===== src/rtl/stream_ctrl_pkg.sv =====
// Shared definitions for the streamline MAC lane controller: FSM state
// encoding and a helper that sizes counters from their maximum value.
package stream_ctrl_pkg;

   typedef enum logic [1:0] {
      ST_IDLE  = 2'd0,
      ST_RUN   = 2'd1,
      ST_DRAIN = 2'd2,
      ST_DONE  = 2'd3
   } ctrl_state_e;

   // Bits needed to hold values 0..maxVal, never fewer than one bit.
   function automatic int cntWidth(input int maxVal);
      if (maxVal < 1) begin
         return 1;
      end
      return $clog2(maxVal + 1);
   endfunction

endpackage


===== src/rtl/lane_delay_line.sv =====
// Fixed-depth shift register carrying a lane's {en, clr} pair so that lane k
// replays lane 0's schedule DEPTH cycles later. The whole line freezes while
// stalled, keeping every lane aligned to the same schedule time. With DEPTH=0
// it is a plain wire.
module lane_delay_line #(
   parameter int DEPTH = 0
) (
   input  logic       i_clk,
   input  logic       i_rstn,
   input  logic       i_stall,
   input  logic [1:0] i_data,
   output logic [1:0] o_data
);

   if (DEPTH == 0) begin : g_wire
      logic w_unused;

      assign w_unused = i_clk ^ i_rstn ^ i_stall;
      assign o_data   = i_data;
   end else begin : g_shift
      logic [1:0] r_stage [DEPTH];

      // Shift one stage per non-stalled cycle; reset empties the whole line.
      always_ff @(posedge i_clk or negedge i_rstn) begin
         if (!i_rstn) begin
            for (int i = 0; i < DEPTH; i++) begin
               r_stage[i] <= 2'b00;
            end
         end else if (!i_stall) begin
            r_stage[0] <= i_data;
            for (int i = 1; i < DEPTH; i++) begin
               r_stage[i] <= r_stage[i-1];
            end
         end
      end

      assign o_data = r_stage[DEPTH-1];
   end

endmodule


===== src/rtl/stream_mac_ctrl.sv =====
// Controller for a bank of NUM_LANE MAC accumulators. Lane 0's enable/clear
// schedule is generated by a registered FSM. Each further lane replays that
// schedule through its own delay line, shifted by k*SKEW cycles. Multiple
// passes run back to back. Stall freezes the whole schedule and masks the lane
// outputs for as long as it is held.
module stream_mac_ctrl
   import stream_ctrl_pkg::*;
#(
   parameter int NUM_LANE = 2,
   parameter int MAC_LEN  = 53,
   parameter int SKEW     = 0,
   parameter int PASS_W   = 8
) (
   input  logic                clk_i,
   input  logic                rstn_i,
   input  logic                start_i,
   input  logic [PASS_W-1:0]   num_pass_i,
   input  logic                stall_i,
   output logic [NUM_LANE-1:0] local_en_o,
   output logic [NUM_LANE-1:0] clear_local_o,
   output logic [PASS_W-1:0]   pass_idx_o,
   output logic                busy_o,
   output logic                done_o
);

   localparam int DRAIN_LEN = (NUM_LANE - 1) * SKEW;
   localparam int MAC_W     = cntWidth(MAC_LEN);
   localparam int DRAIN_W   = cntWidth(DRAIN_LEN);

   localparam logic [MAC_W-1:0]   MAC_ONE    = MAC_W'(1);
   localparam logic [MAC_W-1:0]   MAC_LAST   = MAC_W'(MAC_LEN);
   localparam logic [DRAIN_W-1:0] DRAIN_ONE  = DRAIN_W'(1);
   localparam logic [DRAIN_W-1:0] DRAIN_LAST = DRAIN_W'((DRAIN_LEN > 0) ? DRAIN_LEN - 1 : 0);
   localparam logic [PASS_W-1:0]  PASS_ONE   = PASS_W'(1);

   ctrl_state_e        r_state;
   logic [MAC_W-1:0]   r_macCnt;
   logic [DRAIN_W-1:0] r_drainCnt;
   logic [PASS_W-1:0]  r_numPass;
   logic [PASS_W-1:0]  r_passIdx;
   logic               r_en0;
   logic               r_clr0;
   logic               r_busy;
   logic               r_done;

   logic               w_lastPass;
   logic [1:0]         w_laneBits [NUM_LANE];

   // The pass whose clear is being issued is the final one.
   assign w_lastPass = (r_passIdx == (r_numPass - PASS_ONE));

   // Lane-0 schedule, pass sequencing and drain tracking. Lane-0 en/clr are
   // registered here one cycle ahead of their use. A zero pass count is
   // promoted to a single pass when latched.
   always_ff @(posedge clk_i or negedge rstn_i) begin
      if (!rstn_i) begin
         r_state    <= ST_IDLE;
         r_macCnt   <= '0;
         r_drainCnt <= '0;
         r_numPass  <= '0;
         r_passIdx  <= '0;
         r_en0      <= 1'b0;
         r_clr0     <= 1'b0;
         r_busy     <= 1'b0;
         r_done     <= 1'b0;
      end else begin
         case (r_state)
            ST_IDLE: begin
               r_done <= 1'b0;
               if (start_i) begin
                  r_state    <= ST_RUN;
                  r_busy     <= 1'b1;
                  r_en0      <= 1'b1;
                  r_clr0     <= 1'b0;
                  r_macCnt   <= MAC_ONE;
                  r_drainCnt <= '0;
                  r_passIdx  <= '0;
                  r_numPass  <= (num_pass_i == '0) ? PASS_ONE : num_pass_i;
               end
            end
            ST_RUN: begin
               if (!stall_i) begin
                  if (r_clr0) begin
                     r_clr0    <= 1'b0;
                     r_passIdx <= r_passIdx + PASS_ONE;
                     if (w_lastPass) begin
                        r_en0      <= 1'b0;
                        r_drainCnt <= '0;
                        if (DRAIN_LEN == 0) begin
                           r_state <= ST_DONE;
                           r_done  <= 1'b1;
                        end else begin
                           r_state <= ST_DRAIN;
                        end
                     end else begin
                        r_en0    <= 1'b1;
                        r_macCnt <= MAC_ONE;
                     end
                  end else if (r_macCnt == MAC_LAST) begin
                     r_en0  <= 1'b0;
                     r_clr0 <= 1'b1;
                  end else begin
                     r_macCnt <= r_macCnt + MAC_ONE;
                  end
               end
            end
            ST_DRAIN: begin
               if (!stall_i) begin
                  if (r_drainCnt == DRAIN_LAST) begin
                     r_state <= ST_DONE;
                     r_done  <= 1'b1;
                  end else begin
                     r_drainCnt <= r_drainCnt + DRAIN_ONE;
                  end
               end
            end
            ST_DONE: begin
               r_state <= ST_IDLE;
               r_done  <= 1'b0;
               r_busy  <= 1'b0;
            end
            default: begin
               r_state <= ST_IDLE;
            end
         endcase
      end
   end

   for (genvar k = 0; k < NUM_LANE; k++) begin : g_lane
      lane_delay_line #(
         .DEPTH(k * SKEW)
      ) u_line (
         .i_clk  (clk_i),
         .i_rstn (rstn_i),
         .i_stall(stall_i),
         .i_data ({r_en0, r_clr0}),
         .o_data (w_laneBits[k])
      );

      assign local_en_o[k]    = w_laneBits[k][1] & ~stall_i;
      assign clear_local_o[k] = w_laneBits[k][0] & ~stall_i;
   end

   assign pass_idx_o = r_passIdx;
   assign busy_o     = r_busy;
   assign done_o     = r_done;

endmodule


===== config.mk =====
export PLATFORM = sky130hd
export DESIGN_NAME = stream_mac_ctrl
export DESIGN_NICKNAME = d
export VERILOG_FILES = /design/src/rtl/stream_ctrl_pkg.sv /design/src/rtl/lane_delay_line.sv /design/src/rtl/stream_mac_ctrl.sv
export SDC_FILE = /design/constraint.sdc
export NUM_CORES = 1
export LEC_CHECK = 0
export BUFFER_PORTS_ARGS = -buffer_cell sky130_fd_sc_hd__buf_4
export CAP_MARGIN = 20
export CORE_MARGIN = 2
export CORE_UTILIZATION = 53
export CTS_BUF_LIST = sky130_fd_sc_hd__clkbuf_4
export CTS_CLUSTER_SIZE = 16
export DETAILED_ROUTE_END_ITERATION = 10
export PLACE_DENSITY = 0.72
export SLEW_MARGIN = 15
export SYNTH_ARGS = -nofsm -noshare
export SYNTH_HDL_FRONTEND = slang
export SYNTH_SLANG_ARGS = --single-unit

===== constraint.sdc =====
create_clock -name clk_i -period 3.91 [get_ports clk_i]
set_clock_uncertainty 0.1 [all_clocks]
set_input_delay 0.391 -clock clk_i [delete_from_list [all_inputs] [get_ports clk_i]]
set_output_delay 0.391 -clock clk_i [all_outputs]
set_load 0.005 [all_outputs]

# ---- After elaboration in Yosys (flattened, before gate mapping)
# Index checks and enable logic that the tools add are counted.
dict set report word_totals {
  ff_bits 29
  wordCells 87
  output_inout_bits 14
  in_bits 12
}
dict set report op_classes {
  eq_ne 14
  n_mux 42
  n_reduce_logical 15
  bitwise_logic 3
  n_addsub 4
}
# operator n
set op_table {}
lappend op_table {{$mux 8} 4}
lappend op_table {{$mux 6} 5}
lappend op_table {{$mux 1} 19}
lappend op_table {{$pmux 8 s2} 1}
lappend op_table {{$mux 2} 6}
lappend op_table {{$ne 2x2->1 const B} 6}
lappend op_table {{$pmux 6 s2} 1}
lappend op_table {{$reduce_and 6->1} 2}
lappend op_table {{$reduce_and 5->1} 2}
lappend op_table {{$ne 3x3->1 const B} 3}
lappend op_table {{$add 8x1->8 const B} 1}
lappend op_table {{$eq 8x8->1} 1}
lappend op_table {{$logic_not 8->1} 1}
lappend op_table {{$pmux 2 s4} 1}
lappend op_table {{$reduce_and 4->1} 2}
lappend op_table {{$sub 8x1->8 const B} 1}
lappend op_table {{$add 6x1->6 const B} 1}
lappend op_table {{$eq 6x6->1 const B} 1}
lappend op_table {{$pmux 1 s2} 3}
lappend op_table {{$pmux 1 s3} 2}
lappend op_table {{$eq 2x2->1 const B} 2}
lappend op_table {{$reduce_and 2->1} 2}
lappend op_table {{$reduce_bool 2->1} 2}
lappend op_table {{$reduce_and 3->1} 1}
lappend op_table {{other kinds (7)} 8}

# ---- Longest topological paths before layout
dict set report logic_depth {
  word_depth 6
  ltp_mapped 9
  ltp_nobuf 8
}

# ---- Modules after synthesis
# A second synthesis with hierarchy kept.
dict set report hier_totals {
  hier_cells 185
  hier_area_um2 1801.7
}
# module seq_area_each_um2 cells_each n_inst area_per_inst_um2
set by_module_without_submodules {}
lappend by_module_without_submodules {stream_mac_ctrl 700.7 181 1 1771.7}
lappend by_module_without_submodules {lane_delay_line 0.0 2 2 15.0}

# ---- Least setup slack after synthesis
# OpenSTA, ideal clock, no wires.
dict set report synth_path {
  path_type {register -> register}
  startpoint {register r_numPass[0]}
  endpoint {register r_macCnt[0]}
  setup_ns 0.125
  stages_incl_launch_ff 10
  setup_slack_ns 1.405
  period_less_slack_ns 2.505
  arrival_ns 2.280
  path_buffers 1
  required_time_ns 3.685
  path_cell_list {dfrtp_1 inv_1 ha_1 xnor2_1 nor4_1 or4bb_1 a211o_1 buf_6 nand3_4 mux2_4}
}
dict set report synth_via {
  elab_chain_cells 4
}
# element line_no
set synth_lines {}
lappend synth_lines {{from (decl)} stream_mac_ctrl.sv:39} ;# logic [PASS_W-1:0] r_numPass;
lappend synth_lines {{from (signal assigned)} stream_mac_ctrl.sv:78} ;# r_numPass <= (num_pass_i == '0) ? PASS_ONE : num_pass_i;
lappend synth_lines {{$sub 8x1->8} stream_mac_ctrl.sv:50} ;# assign w_lastPass = (r_passIdx == (r_numPass - PASS_ONE));
lappend synth_lines {{$eq 8x8->1} stream_mac_ctrl.sv:50}
lappend synth_lines {{$ne 3x3->1 (no line)} n/a}
lappend synth_lines {{$reduce_and 5->1 (no line)} n/a}
lappend synth_lines {{to (signal assigned)} stream_mac_ctrl.sv:103} ;# r_macCnt <= r_macCnt + MAC_ONE;
lappend synth_lines {{to (decl)} stream_mac_ctrl.sv:37} ;# logic [MAC_W-1:0] r_macCnt;
# Every way passes these cells.
# A chain may end at the register's enable or synchronous reset.

# ---- Final worst setup path
dict set report layout_path {
  startpoint {register r_state[1]}
  endpoint {register r_macCnt[0]}
}
dict set report layout_via {
  elab_chain_cells 3
  elab_cells_between_ends 9
  cone_classes {eq/ne (5); mux (1); reduce/logical (3)}
}
# element line_no
set layout_lines {}
lappend layout_lines {{from (decl)} stream_mac_ctrl.sv:36} ;# ctrl_state_e r_state;
lappend layout_lines {{from (signal assigned)} stream_mac_ctrl.sv:57} ;# r_state <= ST_IDLE;
lappend layout_lines {{from (signal assigned)} stream_mac_ctrl.sv:71} ;# r_state <= ST_RUN;
lappend layout_lines {{from (signal assigned)} stream_mac_ctrl.sv:90} ;# r_state <= ST_DONE;
lappend layout_lines {{$eq 2x1->1 / $logic_not 2->1 (equally long branches)} stream_mac_ctrl.sv:67} ;# case (r_state)
lappend layout_lines {{$ne 3x3->1 (no line), or another cell as far along} n/a}
lappend layout_lines {{$reduce_and 5->1 (no line)} n/a}
# Parallel ways exist; a longest one is shown, timed or not.

==> summary.md <==
| Metric | Value |
|---|---|
| Status | completed |
| Worst hold path endpoint | r_numPass[2] |
| Net switching fraction of the power | 30.6% |
| Initial antenna violation count | 0 |
| Syn. warnings | 0 |
| Most common cell after layout, fill and taps aside | dfrtp_1 |
| GP Congestion | 0.857 |
| Sequential fraction of design power | just over 50% |
| Register area share after synthesis | 38.9% |
| CTS Buf Count | 3 |
| Port bufs | 25 |
| Synthesized instance count | 183 |
| Top Family by Delay on Critical Path | simple AND/OR/NAND/NOR gates |
| Worst reg2reg path startpoint | r_state[1] |
| CTS tree | built |
| WHS Path Cells | 2 |
| Max-cap violations | 0 |
| Largest family of logic cells by synthesized area | simple AND/OR/NAND/NOR gates |
| Post-Syn Nets | 204 |
| Longest Clk Path Bufs | 2 |
| Fin util | a little over three fifths |
| Vias/cell | roughly 5.8 |
| WP data arrival | 3.07 ns |
| DR DRC count | 0 |
| Clock power share | 24.8% |
| Worst R2R End | r_macCnt[0] |
| Period utilisation layout | 74.9% |
| First-pass GRT wire length | ~6.7 mm |
| Final hold vios | 0 |
| Diodes inserted | 0 |
| Antenna Violating Nets Remaining | 0 |
| Worst Hold Class | input pin to register |
| Final HPWL DP | between 2 and 3 mm |
| Tmin final | 2.93 ns |
| Starting Density | 54.4% |
| Post-synthesis mux area share | 6.32% |
| Area Growth Syn to Fin | 15.4% |
| # setup viols final | 0 |
| Sum Neg Setup Slack | 0 ns |
| Critical Path Start Type | register |
| Unique masters post-synth | 50 |
| Largest net degree at the start of global routing | 29 |
| Die Span Y | 62.3 microns |
| Syn Area/Cell | 9.85 sq um |
| Actual slew at the worst max-slew pin | 0.861 ns |
| Hold Startpoint | num_pass_i[2] |
| Max-slew headroom | 41.8% |
| CP max-delay cell | or4bb_1 |
| Vias in the first global route | between 1500 and 2000 |
| Peak supply drop | approximately 0.00028 V |
| Reg2reg setup slack | about 1 ns |
| R2r worst-path depth | 8 |
| Fmax | 0.341 GHz |
| Row cnt | 21 |
| Die X | 62.3 microns |
| Gr ovfl total | 0 |
| Critical path required time | between 4 and 5 ns |
| Synthesized cell area | 0.00180 sq mm |
| Core Footprint | between 0.003 and 0.004 sq mm |
| Drt pass-1 iters | 4 |
| Power per Cell Area | 377 mW/mm^2 |
| Crit-path most repeated cell | inv_1 |
| Leakage | 0.969 nW |
| Comb power frac | 24.5% |
| Post-synthesis compound-gate area fraction | 12.6% |
| P_int | 0.544 mW |
| Post-CTS setup buffer count | 0 |
| CP Cell Sequence | inv_1 -> ha_1 -> inv_1 -> nor4_1 -> or4bb_1 -> a211o_1 -> nand3_4 -> mux2_4 |
| Simple-Gate Fraction of Synth Area | 24.9% |
| CP max stage delay | 0.51 ns |
| Post-synth ARST share | 100% |
| Main synth FF type | dfrtp_1 |
| RSZ-0062 raised after global routing | no |
| CTS sink cnt | 28 |
| XOR/XNOR Fraction of Synth Area | 6.81% |
| CP Capture Type | register |
| Layout cell share with drive strength beyond 1 | 22.5% |
| Nets | 231 |
| Die area | 0.00388 sq mm |
| Synth Register Bits | 28 |
| Post-Synth Adder-Cell Area | around 6.3% |
| Vias | 1490 |
| Io pins | 26 |
| H-tree depth | 1 |
| CP max FO | 12 |
| Post-synth EDFFs | 0 |
| Wire per inst | roughly 16 microns |
| Most frequent cells in the layout | dfrtp_1, buf_4, nor2_1 |
| Sw Pwr | 0.240 mW |
| Buf/Inv on CP | 2 |
| Clock Pin Slew Worst Setup and Hold Paths | 0.16 ns |
| Total Routing Usage GR | between 20 and 25% |
| Drt first-iter violations | 107 |
| Skew-Pair Late Insertion Delay | 0.33 ns |
| Setup CP Type | register to register |
| Final-report max-slew violation count | 0 |
| Final WL | 3.99 mm |
| Clk Tree Root Cell | clkbuf_4 |
## cell usage after synthesis, types with 2 or more instances
master / n / area, sq um
buf_4: 2 / 15.0
xor2_1: 4 / 35.0
nor4_1: 3 / 18.8
ha_1: 9 / 113
a41oi_1: 2 / 17.5
a211oi_1: 4 / 30.0
xnor2_1: 10 / 87.6
o21ai_1: 2 / 10.0
o21ai_0: 2 / 10.0
nor3_1: 9 / 45.0
and4_1: 4 / 35.0
a311oi_1: 2 / 17.5
dfrtp_1: 28 / 701
nand2b_1: 3 / 18.8
nand4_1: 3 / 18.8
a31oi_1: 5 / 31.3
mux2i_1: 2 / 20.0
inv_1: 12 / 45.0
and2b_4: 2 / 20.0
and2_1: 2 / 12.5
nor2_1: 15 / 56.3
nand2_1: 11 / 41.3
a31o_1: 2 / 17.5
a21oi_1: 6 / 30.0
mux2_2: 7 / 78.8
nand3_1: 7 / 35.0
and3_1: 2 / 12.5
## timing repair
item | in CTS | in global routing
hold buffers | 1 | 0
resized for setup | 0 | 0
hold endpoints to repair | 28 | 0
setup endpoints to repair | 0 | 0
## power by group through the flow
stage | Combinational (mW) | Sequential [mW] | Clock, mW
after global placement | 0.187 | 0.396 | 0
final | 0.192 | 0.397 | 0.195
after CTS | 0.193 | 0.393 | 0.199
after global routing | 0.219 | 0.400 | 0.210
after floorplan | 0.130 | 0.386 | 0
after detailed placement | 0.190 | 0.398 | 0
## per-layer routing
layer / part of all wire (%) / wire (microns) / track usage (%) / vias to the layer above
li1: - / - / - / 713
met1: 44 / 1760 / 26.9 / 733
met2: 50 / 2010 / 38.6 / 38
met3: 4.1 / 165 / 2.36 / 6
met4: 1.3 / 51 / 7.22 / 0
met5: 0 / 0 / 0 / -
## area by class of cell
class,instances,area (sq um)
fillers,312,1230
multi-input cells,139,1030
flip-flops and latches,28,701
repair buffers,26,198
well taps,46,57.6
inverters,12,45.0
clock inverters,1,30.0
clock buffers,3,22.5
## worst reg2reg max path, stage by stage, from the launching register on
cell and delay, ns:
dfrtp_1 0.46, inv_1 0.10, ha_1 0.39, inv_1 0.13, nor4_1 0.29, or4bb_1 0.51, a211o_1 0.40, nand3_4 0.16
mux2_4 0.30
## how the worst max path moves through the flow
| stage | start | end | slack (ns) | cells after the start |
|---|---|---|---|---|
| floorplan | r_numPass[0] | r_macCnt[0] | 1.40 | 9 |
| global placement | r_state[1] | r_macCnt[0] | 1.13 | 8 |
| detailed placement | r_state[1] | r_macCnt[0] | 1.01 | 8 |
| CTS | r_state[1] | r_macCnt[0] | 0.97 | 8 |
| global route | r_numPass[0] | r_macCnt[5] | 0.70 | 8 |
| finish | r_state[1] | r_macCnt[0] | 0.98 | 8 |
## cell families (layout without fill, tap and decap cells)
group	Yosys count	in the layout
AO/OA/AOI/OAI	31	31
XOR/XNOR	14	14
adder cells (fa/ha/maj)	9	9
buffers and inverters	16	42
flip-flops	28	28
multiplexers	10	10
AND/OR/NAND/NOR	75	75
## sequential cells by signal, summed over array words and instances (netlist names)
| register | cells |
|---|---|
| busy_o | 1 |
| r_state | 2 |
| done_o | 1 |
| r_en0 | 1 |
| pass_idx_o | 8 |
| r_macCnt | 6 |
| r_numPass | 8 |
| r_clr0 | 1 |
## per-stage QoR
step | cell area (sq um) | worst slack (ns) | power, mW | cells | hold WS, ns
CTS | 2080 | 0.967 | 0.785 | 255 | 0.179
finish | 2080 | 0.981 | 0.784 | 255 | 0.186
global route | 2080 | 0.699 | 0.830 | 255 | 0.167
global placement | 2020 | 1.13 | 0.584 | 250 | 0.229
floorplan | 1800 | 1.40 | 0.516 | 183 | -0.00459
detailed placement | 2020 | 1.01 | 0.589 | 250 | 0.234
Power figures use the tool's default switching activity.
